File: src/rtl/ex_muldiv_if.sv
// Pipeline-side bundle for the EX-stage multiply/divide unit and its HI/LO registers.
interface ex_muldiv_if #(
  parameter int unsigned WIDTH = 32
);
  logic             flush;
  logic             start;
  logic [1:0]       op;
  logic [WIDTH-1:0] operand_1;
  logic [WIDTH-1:0] operand_2;
  logic             hi_we;
  logic             lo_we;
  logic [WIDTH-1:0] wdata;
  logic             stall_req;
  logic             done;
  logic [WIDTH-1:0] hi;
  logic [WIDTH-1:0] lo;

  modport master (
    output flush, start, op, operand_1, operand_2, hi_we, lo_we, wdata,
    input  stall_req, done, hi, lo
  );

  modport slave (
    input  flush, start, op, operand_1, operand_2, hi_we, lo_we, wdata,
    output stall_req, done, hi, lo
  );
endinterface

File: src/rtl/ex_muldiv.sv
// Iterative radix-2 MULT/MULTU/DIV/DIVU unit owning the HI/LO registers.
// Works on operand magnitudes and applies the sign correction on the commit edge.
module ex_muldiv #(
  parameter int unsigned WIDTH = 32
) (
  input  logic       clk,
  input  logic       rst,
  ex_muldiv_if.slave bus
);

  localparam int unsigned CW = $clog2(WIDTH);
  localparam logic [CW-1:0] LAST = CW'(WIDTH - 1);

  typedef enum logic [1:0] {S_IDLE, S_MUL, S_DIV, S_DONE} state_e;

  state_e             state_q;
  logic [CW-1:0]      cnt_q;
  logic [WIDTH-1:0]   a_q, b_q, hi_q, lo_q;
  logic [2*WIDTH-1:0] acc_q;
  logic               qneg_q, rneg_q, done_q;

  logic               s1, s2;
  logic [WIDTH-1:0]   mag1, mag2;
  logic [WIDTH:0]     mul_sum;
  logic [WIDTH:0]     div_rem_s, div_sub;
  logic               qbit;
  logic [WIDTH-1:0]   div_rem_n;
  logic [2*WIDTH-1:0] iter_next, prod_fix;
  logic [WIDTH-1:0]   quo_fix, rem_fix, res_hi, res_lo;
  logic               unused_bits_c;

  // Operand magnitudes and signs; unsigned ops treat operands as non-negative.
  always_comb begin
    s1   = ~bus.op[0] & bus.operand_1[WIDTH-1];
    s2   = ~bus.op[0] & bus.operand_2[WIDTH-1];
    mag1 = s1 ? (~bus.operand_1 + WIDTH'(1)) : bus.operand_1;
    mag2 = s2 ? (~bus.operand_2 + WIDTH'(1)) : bus.operand_2;
  end

  // One iteration step: shift-add for MUL, restoring subtract for DIV.
  always_comb begin
    mul_sum   = {1'b0, acc_q[2*WIDTH-1:WIDTH]} + {1'b0, (acc_q[0] ? a_q : '0)};
    div_rem_s = {acc_q[2*WIDTH-1:WIDTH], acc_q[WIDTH-1]};
    div_sub   = div_rem_s - {1'b0, b_q};
    qbit      = (div_rem_s >= {1'b0, b_q});
    div_rem_n = qbit ? div_sub[WIDTH-1:0] : div_rem_s[WIDTH-1:0];
    iter_next = (state_q == S_MUL) ? {mul_sum, acc_q[WIDTH-1:1]}
                                   : {div_rem_n, acc_q[WIDTH-2:0], qbit};
    prod_fix  = qneg_q ? (~iter_next + (2*WIDTH)'(1)) : iter_next;
    quo_fix   = qneg_q ? (~iter_next[WIDTH-1:0] + WIDTH'(1)) : iter_next[WIDTH-1:0];
    rem_fix   = rneg_q ? (~iter_next[2*WIDTH-1:WIDTH] + WIDTH'(1))
                       : iter_next[2*WIDTH-1:WIDTH];
    res_hi    = (state_q == S_MUL) ? prod_fix[2*WIDTH-1:WIDTH] : rem_fix;
    res_lo    = (state_q == S_MUL) ? prod_fix[WIDTH-1:0] : quo_fix;
    unused_bits_c = div_sub[WIDTH];
  end

  always_ff @(posedge clk) begin
    if (rst) begin
      state_q <= S_IDLE;
      cnt_q   <= '0;
      a_q     <= '0;
      b_q     <= '0;
      acc_q   <= '0;
      qneg_q  <= 1'b0;
      rneg_q  <= 1'b0;
      hi_q    <= '0;
      lo_q    <= '0;
      done_q  <= 1'b0;
    end else begin
      done_q <= 1'b0;
      if (bus.hi_we) hi_q <= bus.wdata;
      if (bus.lo_we) lo_q <= bus.wdata;
      unique case (state_q)
        S_IDLE: begin
          if (bus.start && !bus.flush) begin
            if (bus.op[1] && (bus.operand_2 == '0)) begin
              hi_q    <= bus.operand_1;
              lo_q    <= '1;
              done_q  <= 1'b1;
              state_q <= S_DONE;
            end else begin
              a_q     <= mag1;
              b_q     <= mag2;
              acc_q   <= {{WIDTH{1'b0}}, (bus.op[1] ? mag1 : mag2)};
              qneg_q  <= s1 ^ s2;
              rneg_q  <= s1;
              cnt_q   <= '0;
              state_q <= bus.op[1] ? S_DIV : S_MUL;
            end
          end
        end
        S_MUL, S_DIV: begin
          if (bus.flush) begin
            state_q <= S_IDLE;
          end else begin
            acc_q <= iter_next;
            cnt_q <= cnt_q + CW'(1);
            // Final iteration: commit overrides any same-edge MTHI/MTLO.
            if (cnt_q == LAST) begin
              hi_q    <= res_hi;
              lo_q    <= res_lo;
              done_q  <= 1'b1;
              state_q <= S_DONE;
            end
          end
        end
        S_DONE: state_q <= S_IDLE;
      endcase
    end
  end

  assign bus.stall_req = ~bus.flush & (((state_q == S_IDLE) & bus.start) |
                                       (state_q == S_MUL) | (state_q == S_DIV));
  assign bus.done = done_q;
  assign bus.hi   = hi_q;
  assign bus.lo   = lo_q;

endmodule

File: src/flat_wrapper.sv
// flat-port wrapper written by rule: the top's interface ports become plain ports
module ex_muldiv_flat 
#(
  parameter int unsigned WIDTH = 32
)
  (clk, rst, bus_flush, bus_start, bus_op, bus_operand_1, bus_operand_2, bus_hi_we, bus_lo_we, bus_wdata, bus_stall_req, bus_done, bus_hi, bus_lo);
  ex_muldiv_if #(.WIDTH(WIDTH)) bus_i ();
  input  logic clk;
  input  logic rst;
  input wire logic [$bits(bus_i.flush)-1:0] bus_flush;
  input wire logic [$bits(bus_i.start)-1:0] bus_start;
  input wire logic [$bits(bus_i.op)-1:0] bus_op;
  input wire logic [$bits(bus_i.operand_1)-1:0] bus_operand_1;
  input wire logic [$bits(bus_i.operand_2)-1:0] bus_operand_2;
  input wire logic [$bits(bus_i.hi_we)-1:0] bus_hi_we;
  input wire logic [$bits(bus_i.lo_we)-1:0] bus_lo_we;
  input wire logic [$bits(bus_i.wdata)-1:0] bus_wdata;
  output wire logic [$bits(bus_i.stall_req)-1:0] bus_stall_req;
  output wire logic [$bits(bus_i.done)-1:0] bus_done;
  output wire logic [$bits(bus_i.hi)-1:0] bus_hi;
  output wire logic [$bits(bus_i.lo)-1:0] bus_lo;
  assign bus_i.flush = bus_flush;
  assign bus_i.start = bus_start;
  assign bus_i.op = bus_op;
  assign bus_i.operand_1 = bus_operand_1;
  assign bus_i.operand_2 = bus_operand_2;
  assign bus_i.hi_we = bus_hi_we;
  assign bus_i.lo_we = bus_lo_we;
  assign bus_i.wdata = bus_wdata;
  assign bus_stall_req = bus_i.stall_req;
  assign bus_done = bus_i.done;
  assign bus_hi = bus_i.hi;
  assign bus_lo = bus_i.lo;
  ex_muldiv #(.WIDTH(WIDTH)) u_core (.clk(clk), .rst(rst), .bus(bus_i));
endmodule
File: config.mk
export PLATFORM = sky130hd
export DESIGN_NAME = ex_muldiv_flat
export DESIGN_NICKNAME = d
export VERILOG_FILES = /design/src/rtl/ex_muldiv_if.sv /design/src/rtl/ex_muldiv.sv /design/src/flat_wrapper.sv
export SDC_FILE = /design/constraint.sdc
export NUM_CORES = 1
export LEC_CHECK = 0
export CELL_PAD_IN_SITES_DETAIL_PLACEMENT = 0
export CELL_PAD_IN_SITES_GLOBAL_PLACEMENT = 1
export CORE_ASPECT_RATIO = 0.6
export CORE_UTILIZATION = 30
export CTS_CLUSTER_SIZE = 20
export DETAILED_ROUTE_END_ITERATION = 12
export PLACE_DENSITY_LB_ADDON = 0.15
export SYNTH_ARGS = -nofsm -noshare
export SYNTH_HDL_FRONTEND = slang
export SYNTH_SLANG_ARGS = --single-unit
File: constraint.sdc
create_clock -name clk -period 6.1 [get_ports clk]
set_input_delay 1.22 -clock clk [delete_from_list [all_inputs] [get_ports clk]]
set_output_delay 1.22 -clock clk [all_outputs]
set_load 0.03 [all_outputs]
### After elaboration in Yosys (flattened, before gate mapping)

Index checks and enable logic that the tools add are counted.

| word-level totals | value |
|---|---|
| output and inout bits | 66 |
| logic and storage cells | 94 |
| bits in registers | 202 |
| bits of input ports | 104 |

| cells by class | value |
|---|---|
| add/subtract/negate cells | 8 |
| bitwise logic cells | 15 |
| $lt $le $gt $ge | 1 |
| reductions and logical operators | 10 |
| multiplexer cells | 42 |
| eq/ne operators | 8 |

Operators by type and width:

| kind | number |
|---|---|
| 32-bit two-way mux | 19 |
| 64-bit two-way mux | 5 |
| 32-bit by 1-bit adder with 32-bit output (second input constant) | 4 |
| 32-bit NOT | 4 |
| 32-bit one-hot mux with 2 select lines | 2 |
| 64-bit one-hot mux with 2 select lines | 1 |
| 64-bit by 1-bit adder with 64-bit output (second input constant) | 1 |
| 64-bit NOT | 1 |
| 32-bit by 32-bit adder with 33-bit output | 1 |
| 33-bit by 32-bit >= comparator with 1-bit output | 1 |
| 32-bit logical NOT | 1 |
| 32-bit subtractor | 1 |
| 5-bit two-way mux | 3 |
| 2-bit two-way mux | 5 |
| 5-bit one-hot mux with 2 select lines | 1 |
| 2-bit one-hot mux with 3 select lines | 1 |
| 5-bit by 1-bit adder with 5-bit output (second input constant) | 1 |
| 5-bit equality test (second input constant) | 1 |
| 1-bit AND | 4 |
| 2-bit equality test (second input constant) | 2 |
| 1-bit two-way mux | 4 |
| 2-bit != test (second input constant) | 2 |
| 4-bit AND reduction | 1 |
| 3-bit by 2-bit != test with 1-bit output (second input constant) | 1 |
| other kinds (13) | 17 |

### Depth between registers and ports, before layout

| logic depth | value |
|---|---|
| word-level depth | 10 |
| mapped depth | 20 |
| mapped depth without buffers | 19 |

### Worst setup path before layout

Ideal clock, no wire load.

| timing path | value |
|---|---|
| kind | register to register |
| start point | reg u_core.state_q[1] |
| end point | reg u_core.hi_q[24] (netlist: u_core.bus.hi[24]) |
| required time | 5.969 ns |
| arrival | 5.020 ns |
| library setup time | 0.131 ns |
| buffers on the path | 5 |
| cell stages (with the launch flop) | 21 |
| period minus slack after synthesis | 5.150 ns |
| slack | 0.950 ns |
| cells stage by stage | dfxtp_1 -> inv_1 -> ha_1 -> buf_2 -> buf_1 -> buf_1 -> clkbuf_1 -> clkbuf_1 -> o31ai_1 -> ha_1 -> o21ai_0 -> nor2_1 -> nand3_1 -> o311ai_0 -> and2_1 -> nand2_1 -> nor4_1 -> inv_1 -> o41ai_1 -> xor2_1 -> o21ai_0 |

| on the way | value |
|---|---|
| word-level cells in the longest chain between the ends | 9 |
| elaborated cells on any way between the ends | 15 |
| classes of those cells | add/sub: 2; eq/ne: 2; mux: 7; bitwise: 2; reduce/logical: 2 |

Ends and longest elaborated chain:

| what | line | source |
|---|---|---|
| start, declared | ex_muldiv.sv:16 | `state_e state_q;` |
| start signal, assigned | ex_muldiv.sv:89 | `state_q <= bus.op[1] ? S_DIV : S_MUL;` |
| 2-bit by 1-bit equality test with 1-bit output | ex_muldiv.sv:47, ex_muldiv.sv:53, ex_muldiv.sv:74 |  |
| 64-bit two-way mux | ex_muldiv.sv:47 | `iter_next = (state_q == S_MUL) ? {mul_sum, acc_q[WIDTH-1:1]}` |
| 64-bit NOT or 32-bit NOT (tied branches) | ex_muldiv.sv:49, ex_muldiv.sv:51 |  |
| 64-bit by 1-bit adder with 64-bit output or 32-bit by 1-bit adder with 32-bit output (tied branches) | ex_muldiv.sv:49, ex_muldiv.sv:51 |  |
| 64-bit two-way mux or 32-bit two-way mux (tied branches) | ex_muldiv.sv:49, ex_muldiv.sv:51 |  |
| 32-bit two-way mux | ex_muldiv.sv:53 | `res_hi = (state_q == S_MUL) ? prod_fix[2*WIDTH-1:WIDTH] : rem_fix;` |
| 32-bit two-way mux | ex_muldiv.sv:100 | `if (cnt_q == LAST) begin` |
| 32-bit two-way mux | ex_muldiv.sv:94 | `if (bus.flush) begin` |
| 32-bit one-hot mux with 2 select lines (*) | ex_muldiv.sv:74 | `unique case (state_q)` |
| end signal, assigned | ex_muldiv.sv:72 | `if (bus.hi_we) hi_q <= bus.wdata;` |
| end signal, assigned | ex_muldiv.sv:78 | `hi_q <= bus.operand_1;` |
| end signal, assigned | ex_muldiv.sv:101 | `hi_q <= res_hi;` |
| end, declared | ex_muldiv.sv:18 | `logic [WIDTH-1:0] a_q, b_q, hi_q, lo_q;` |

Every way passes the cells marked *; elsewhere a longest branch is shown, timed or not.
A chain may end at the register's enable or synchronous reset.

### Worst setup path in the final report

| timing path | value |
|---|---|
| start point | reg u_core.acc_q[32] |
| end point | reg u_core.hi_q[25] (netlist: u_core.bus.hi[25]) |

| on the way | value |
|---|---|
| word-level cells in the longest chain between the ends | 10 |
| elaborated cells on any way between the ends | 15 |
| classes of those cells | add/sub: 4; order compare: 1; mux: 8; bitwise: 2 |

Ends and longest elaborated chain:

| what | line | source |
|---|---|---|
| start, declared | ex_muldiv.sv:19 | `logic [2*WIDTH-1:0] acc_q;` |
| start signal, assigned | ex_muldiv.sv:85 | `acc_q <= {{WIDTH{1'b0}}, (bus.op[1] ? mag1 : mag2)};` |
| start signal, assigned | ex_muldiv.sv:97 | `acc_q <= iter_next;` |
| 32-bit subtractor or 33-bit by 32-bit >= comparator with 1-bit output (tied branches) | ex_muldiv.sv:44, ex_muldiv.sv:45 |  |
| 32-bit two-way mux | ex_muldiv.sv:46 | `div_rem_n = qbit ? div_sub[WIDTH-1:0] : div_rem_s[WIDTH-1:0];` |
| 64-bit two-way mux (*) | ex_muldiv.sv:47 |  |
| 64-bit NOT or 32-bit NOT (tied branches) | ex_muldiv.sv:49, ex_muldiv.sv:51 |  |
| 64-bit by 1-bit adder with 64-bit output or 32-bit by 1-bit adder with 32-bit output (tied branches) | ex_muldiv.sv:49, ex_muldiv.sv:51 |  |
| 64-bit two-way mux or 32-bit two-way mux (tied branches) | ex_muldiv.sv:49, ex_muldiv.sv:51 |  |
| 32-bit two-way mux (*) | ex_muldiv.sv:53 |  |
| 32-bit two-way mux (*) | ex_muldiv.sv:100 |  |
| 32-bit two-way mux (*) | ex_muldiv.sv:94 |  |
| 32-bit one-hot mux with 2 select lines (*) | ex_muldiv.sv:74 |  |

Marks and branches as above.

==> results.sh <==
export IMPL_outcome="finished clean"
export IMPL_vertical_die_dimension_um=191
export IMPL_skew_ps=26.9
export IMPL_synth_avg_cell_area_um2=7.13
export IMPL_tritoncts_num_buffers=25
export IMPL_met1Wirelength_mm=48.0
export IMPL_port_buffers=169
export IMPL_viasPerCell=5.95
export IMPL_finalCritPeriodShare=0.981
export IMPL_synthesis_instances=2507
export IMPL_capturing_point_of_the_worst_reg2reg_path="u_core.bus.hi[25]$_SDFF_PP0_"
export IMPL_setup_reg_to_reg_worst_slack_ps=120
export IMPL_synthArstFlopShare=0
export IMPL_antenna_violations_before_repair=2
export IMPL_p_total_mw=10.9
export IMPL_syn_num_nets=2687
export IMPL_worst_hold_path_type="register to register"
export IMPL_measured_slew_at_the_worst_slew_check_pin_ps=1170
export IMPL_worstSetupEndpointType="register"
export IMPL_synthSimpleGateAreaFrac=0.246
export IMPL_synthToLayoutAreaGrowth_pct=20.3
export IMPL_timing_critical_path_to="u_core.bus.hi[25]$_SDFF_PP0_"
export IMPL_leakage_nw=8.42
export IMPL_routabilityCongestion=0.944
export IMPL_final_global_route_overflow_total=0
export IMPL_number_of_warnings_issued_by_yosys=0
export IMPL_synth_edf_count=0
export IMPL_cts_max_level=1
export IMPL_ys_flop_type="dfxtp_1"
export IMPL_ys_seq_elements=202
export IMPL_clock_fmax_mhz=167
export IMPL_r2r_worst_path_cells=16
export IMPL_irDropWorstVdd_mv=0.270
export IMPL_rsz0062_at_grt="no"
export IMPL_synth_xor_area_share=0.0715
export IMPL_dr_first_iter_drc_count=2581
export IMPL_adder_cell_area_share_of_the_yosys_netlist=0.0540
export IMPL_grt_first_pass_wirelength_mm=132
export IMPL_via_count=20200
export IMPL_finalSetupViolCount=0
export IMPL_ios=170
export IMPL_hold_violations=0
export IMPL_route_met3_wl_mm=9.04
export IMPL_power_per_cell_area_nw_per_um2=506
export IMPL_chipWidth_um=317
export IMPL_row_count=68
export IMPL_dr_wl_met2_mm=34.3
export IMPL_final_layout_size_suffix_gt1_frac=0.0722
export IMPL_wirelength_mm=92.9
export IMPL_worstSetupPathType="register to register"
export IMPL_place_detailed_hpwl_mm=74.2
export IMPL_gr_usage_all_layers=0.298
export IMPL_layout_setup_ws_ps=117
export IMPL_worstPathArrival_ps=6410
export IMPL_final_max_slew_violation_count=0
export IMPL_maxCapViolCount=0
export IMPL_tns_ps=0
export IMPL_r2r_start="u_core.acc_q[32]$_SDFFE_PP0P_"
export IMPL_wl_per_cell_um=27.3
export IMPL_startpoint_type_of_the_worst_setup_path="register"
export IMPL_starting_density_of_the_core=0.307
export IMPL_final_fill_count=6256
export IMPL_clock_network_latency_to_the_later_pin_of_the_worst_skew_pair_ps=590
export IMPL_netlist_cell_type_count=92
export IMPL_tightest_slew_margin_relative_to_the_limit=0.200
export IMPL_grt_max_degree=86
export IMPL_coreArea_um2=58200
export IMPL_clk_transition_reported_paths_ps=60
export IMPL_tritoncts="done"
export IMPL_first_pass_iters=5
export IMPL_cp_max_fo=9
export IMPL_finish_net_count=2794
export IMPL_synth_top_family_by_area="compound AO/OA/AOI/OAI gates"
export IMPL_area_fraction_in_compound_gates_after_synthesis=0.284
export IMPL_grt_pass1_vias=18400
export IMPL_timing_critical_path_required_ps=6530
export IMPL_critPathLaunch="u_core.acc_q[32]$_SDFFE_PP0P_"
export IMPL_clock_sink_count=202
export IMPL_postRouteAntennaNets=0
export IMPL_period_minus_ws_final_ps=5980
export IMPL_ys_seq_area_frac=0.226
export IMPL_die_area_um2=60600
export IMPL_route_top_layer_used="met4"
export IMPL_cts_root_buf="clkbuf_16"
export IMPL_synthesis_area_um2=17900
export IMPL_worst_case_setup_slack_after_placement_ps=66.5
export IMPL_cts_max_path_buffers=3
export IMPL_post_cts_setup_buffer_count=0
export IMPL_layout_core_utilization=0.369
export IMPL_post_synth_mux_area_share=0.0642
export IMPL_cts_hold_fix_buffers=0
export IMPL_drcViolationCount=0
cell usage after synthesis (all sizes together) (20+ instances only):
cell / count / area, µm²
nor3: 68 / 340
nand2b: 22 / 138
and2: 46 / 288
xor2: 64 / 561
mux2i: 100 / 1000
o31ai: 22 / 170
a221oi: 22 / 199
o21ai: 132 / 664
nor2: 306 / 1150
ha: 74 / 926
o22ai: 27 / 169
nand2: 236 / 886
a21o: 28 / 210
buf: 32 / 135
a21oi: 282 / 1410
xnor2: 82 / 718
and3: 25 / 156
clkbuf: 142 / 533
nand3: 60 / 300
a211oi: 95 / 713
or3: 25 / 166
a31oi: 24 / 171
inv: 80 / 300
o211ai: 40 / 300
dfxtp: 202 / 4040
nor4: 20 / 140
nand4: 23 / 150
nor2b: 32 / 200
metrics by stage:
stage	std cells	instance area [µm²]	hold slack (ps)
6_report	3404	21500	451
5_1_grt	3402	21500	471
4_1_cts	3402	21500	452
3_5_place_dp	3357	20600	443
3_3_place_gp	3357	20600	442
2_1_floorplan	2507	17900	432
worst max-delay path: stages, from the launching register on:
cell       delay [ps]
dfxtp_1           480
ha_1              320
nor2b_1           200
o2111ai_1         470
a21boi_1          260
o31ai_2           690
nand2_1           250
buf_4             280
buf_4             180
mux2i_1           320
mux2i_1           170
nor3b_1           580
nand4b_1          410
o41ai_2           650
buf_4             200
mux2i_1           240
o21ai_0           120
worst min path at each step:
stage	start	endpoint	slack [ps]	depth (start not counted)
floorplan	u_core.a_q[0]$_SDFFE_PP0P_	u_core.a_q[0]$_SDFFE_PP0P_	430	2
global placement	u_core.cnt_q[4]$_SDFFE_PP0P_	u_core.cnt_q[4]$_SDFFE_PP0P_	440	2
detailed placement	u_core.a_q[0]$_SDFFE_PP0P_	u_core.a_q[0]$_SDFFE_PP0P_	440	2
CTS	u_core.a_q[22]$_SDFFE_PP0P_	u_core.a_q[22]$_SDFFE_PP0P_	450	2
global route	u_core.a_q[31]$_SDFFE_PP0P_	u_core.a_q[31]$_SDFFE_PP0P_	470	2
finish	u_core.a_q[22]$_SDFFE_PP0P_	u_core.a_q[22]$_SDFFE_PP0P_	450	2
routing by layer:
| layer | global-route usage | vias up |
|---|---|---|
| met4 | 0.0534 | 0 |
| met2 | 0.381 | 840 |
| li1 | - | 9324 |
| met3 | 0.0834 | 91 |
| met1 | 0.475 | 9986 |
| met5 | 0 | - |
power breakdown:
group / switching, mW / internal (mW) / leakage [nW]
clock: 0.711 / 1.02 / 0.442
sequential: 0.234 / 1.61 / 1.65
combinational: 4.86 / 2.45 / 6.32
total: 5.80 / 5.08 / 8.42
logic make-up after synthesis:
kind of cell    Yosys count
simple gates            923
compound gates          792
buf+inv                 255
flops                   202
xor+xnor                146
mux                     113
fa+ha+maj                76
registers in the layout, indices dropped and copies added (netlist names):
register and flops:
u_core.acc_q 64, u_core.a_q 32, u_core.b_q 32, u_core.bus.hi 32, u_core.bus.lo 32, u_core.cnt_q 5, u_core.state_q 2, u_core.bus.done 1
u_core.qneg_q 1, u_core.rneg_q 1
final cells by class:
| cell class | count | area [µm²] | area share |
|---|---|---|---|
| timing repair buffer | 254 | 2340 | 0.109 |
| sequential | 202 | 4040 | 0.188 |
| clock inverter | 13 | 203 | 0.00943 |
| tap | 770 | 963 | 0.0448 |
| inverter | 81 | 304 | 0.0141 |
| antenna | 2 | 5.00 | 0.000233 |
| multi-input combinational | 2050 | 12900 | 0.602 |
| clock buffer | 32 | 702 | 0.0326 |
cell usage in the layout, fill, tap and decap left out, drive strengths merged, types with 22 or more instances in the layout:
cell type,count
nor2,306
a21oi,282
nand2,236
dfxtp,202
clkdlybuf4s50,165
o21ai,132
mux2i,100
a211oi,95
buf,89
xnor2,82
inv,82
ha,74
nor3,68
xor2,64
nand3,60
and2,46
o211ai,40
nor2b,32
clkbuf,32
a21o,28
o22ai,27
and3,25
or3,25
a31oi,24
nand4,23
nand2b,22
o31ai,22
a221oi,22
timing repair:
| action | CTS | global route |
|---|---|---|
| setup endpoints to repair | 0 | 1 |
| gates resized for setup | 0 | 2 |
| endpoints found under the hold margin | 0 | 0 |
No activity file was read; power rests on OpenSTA's default activity.
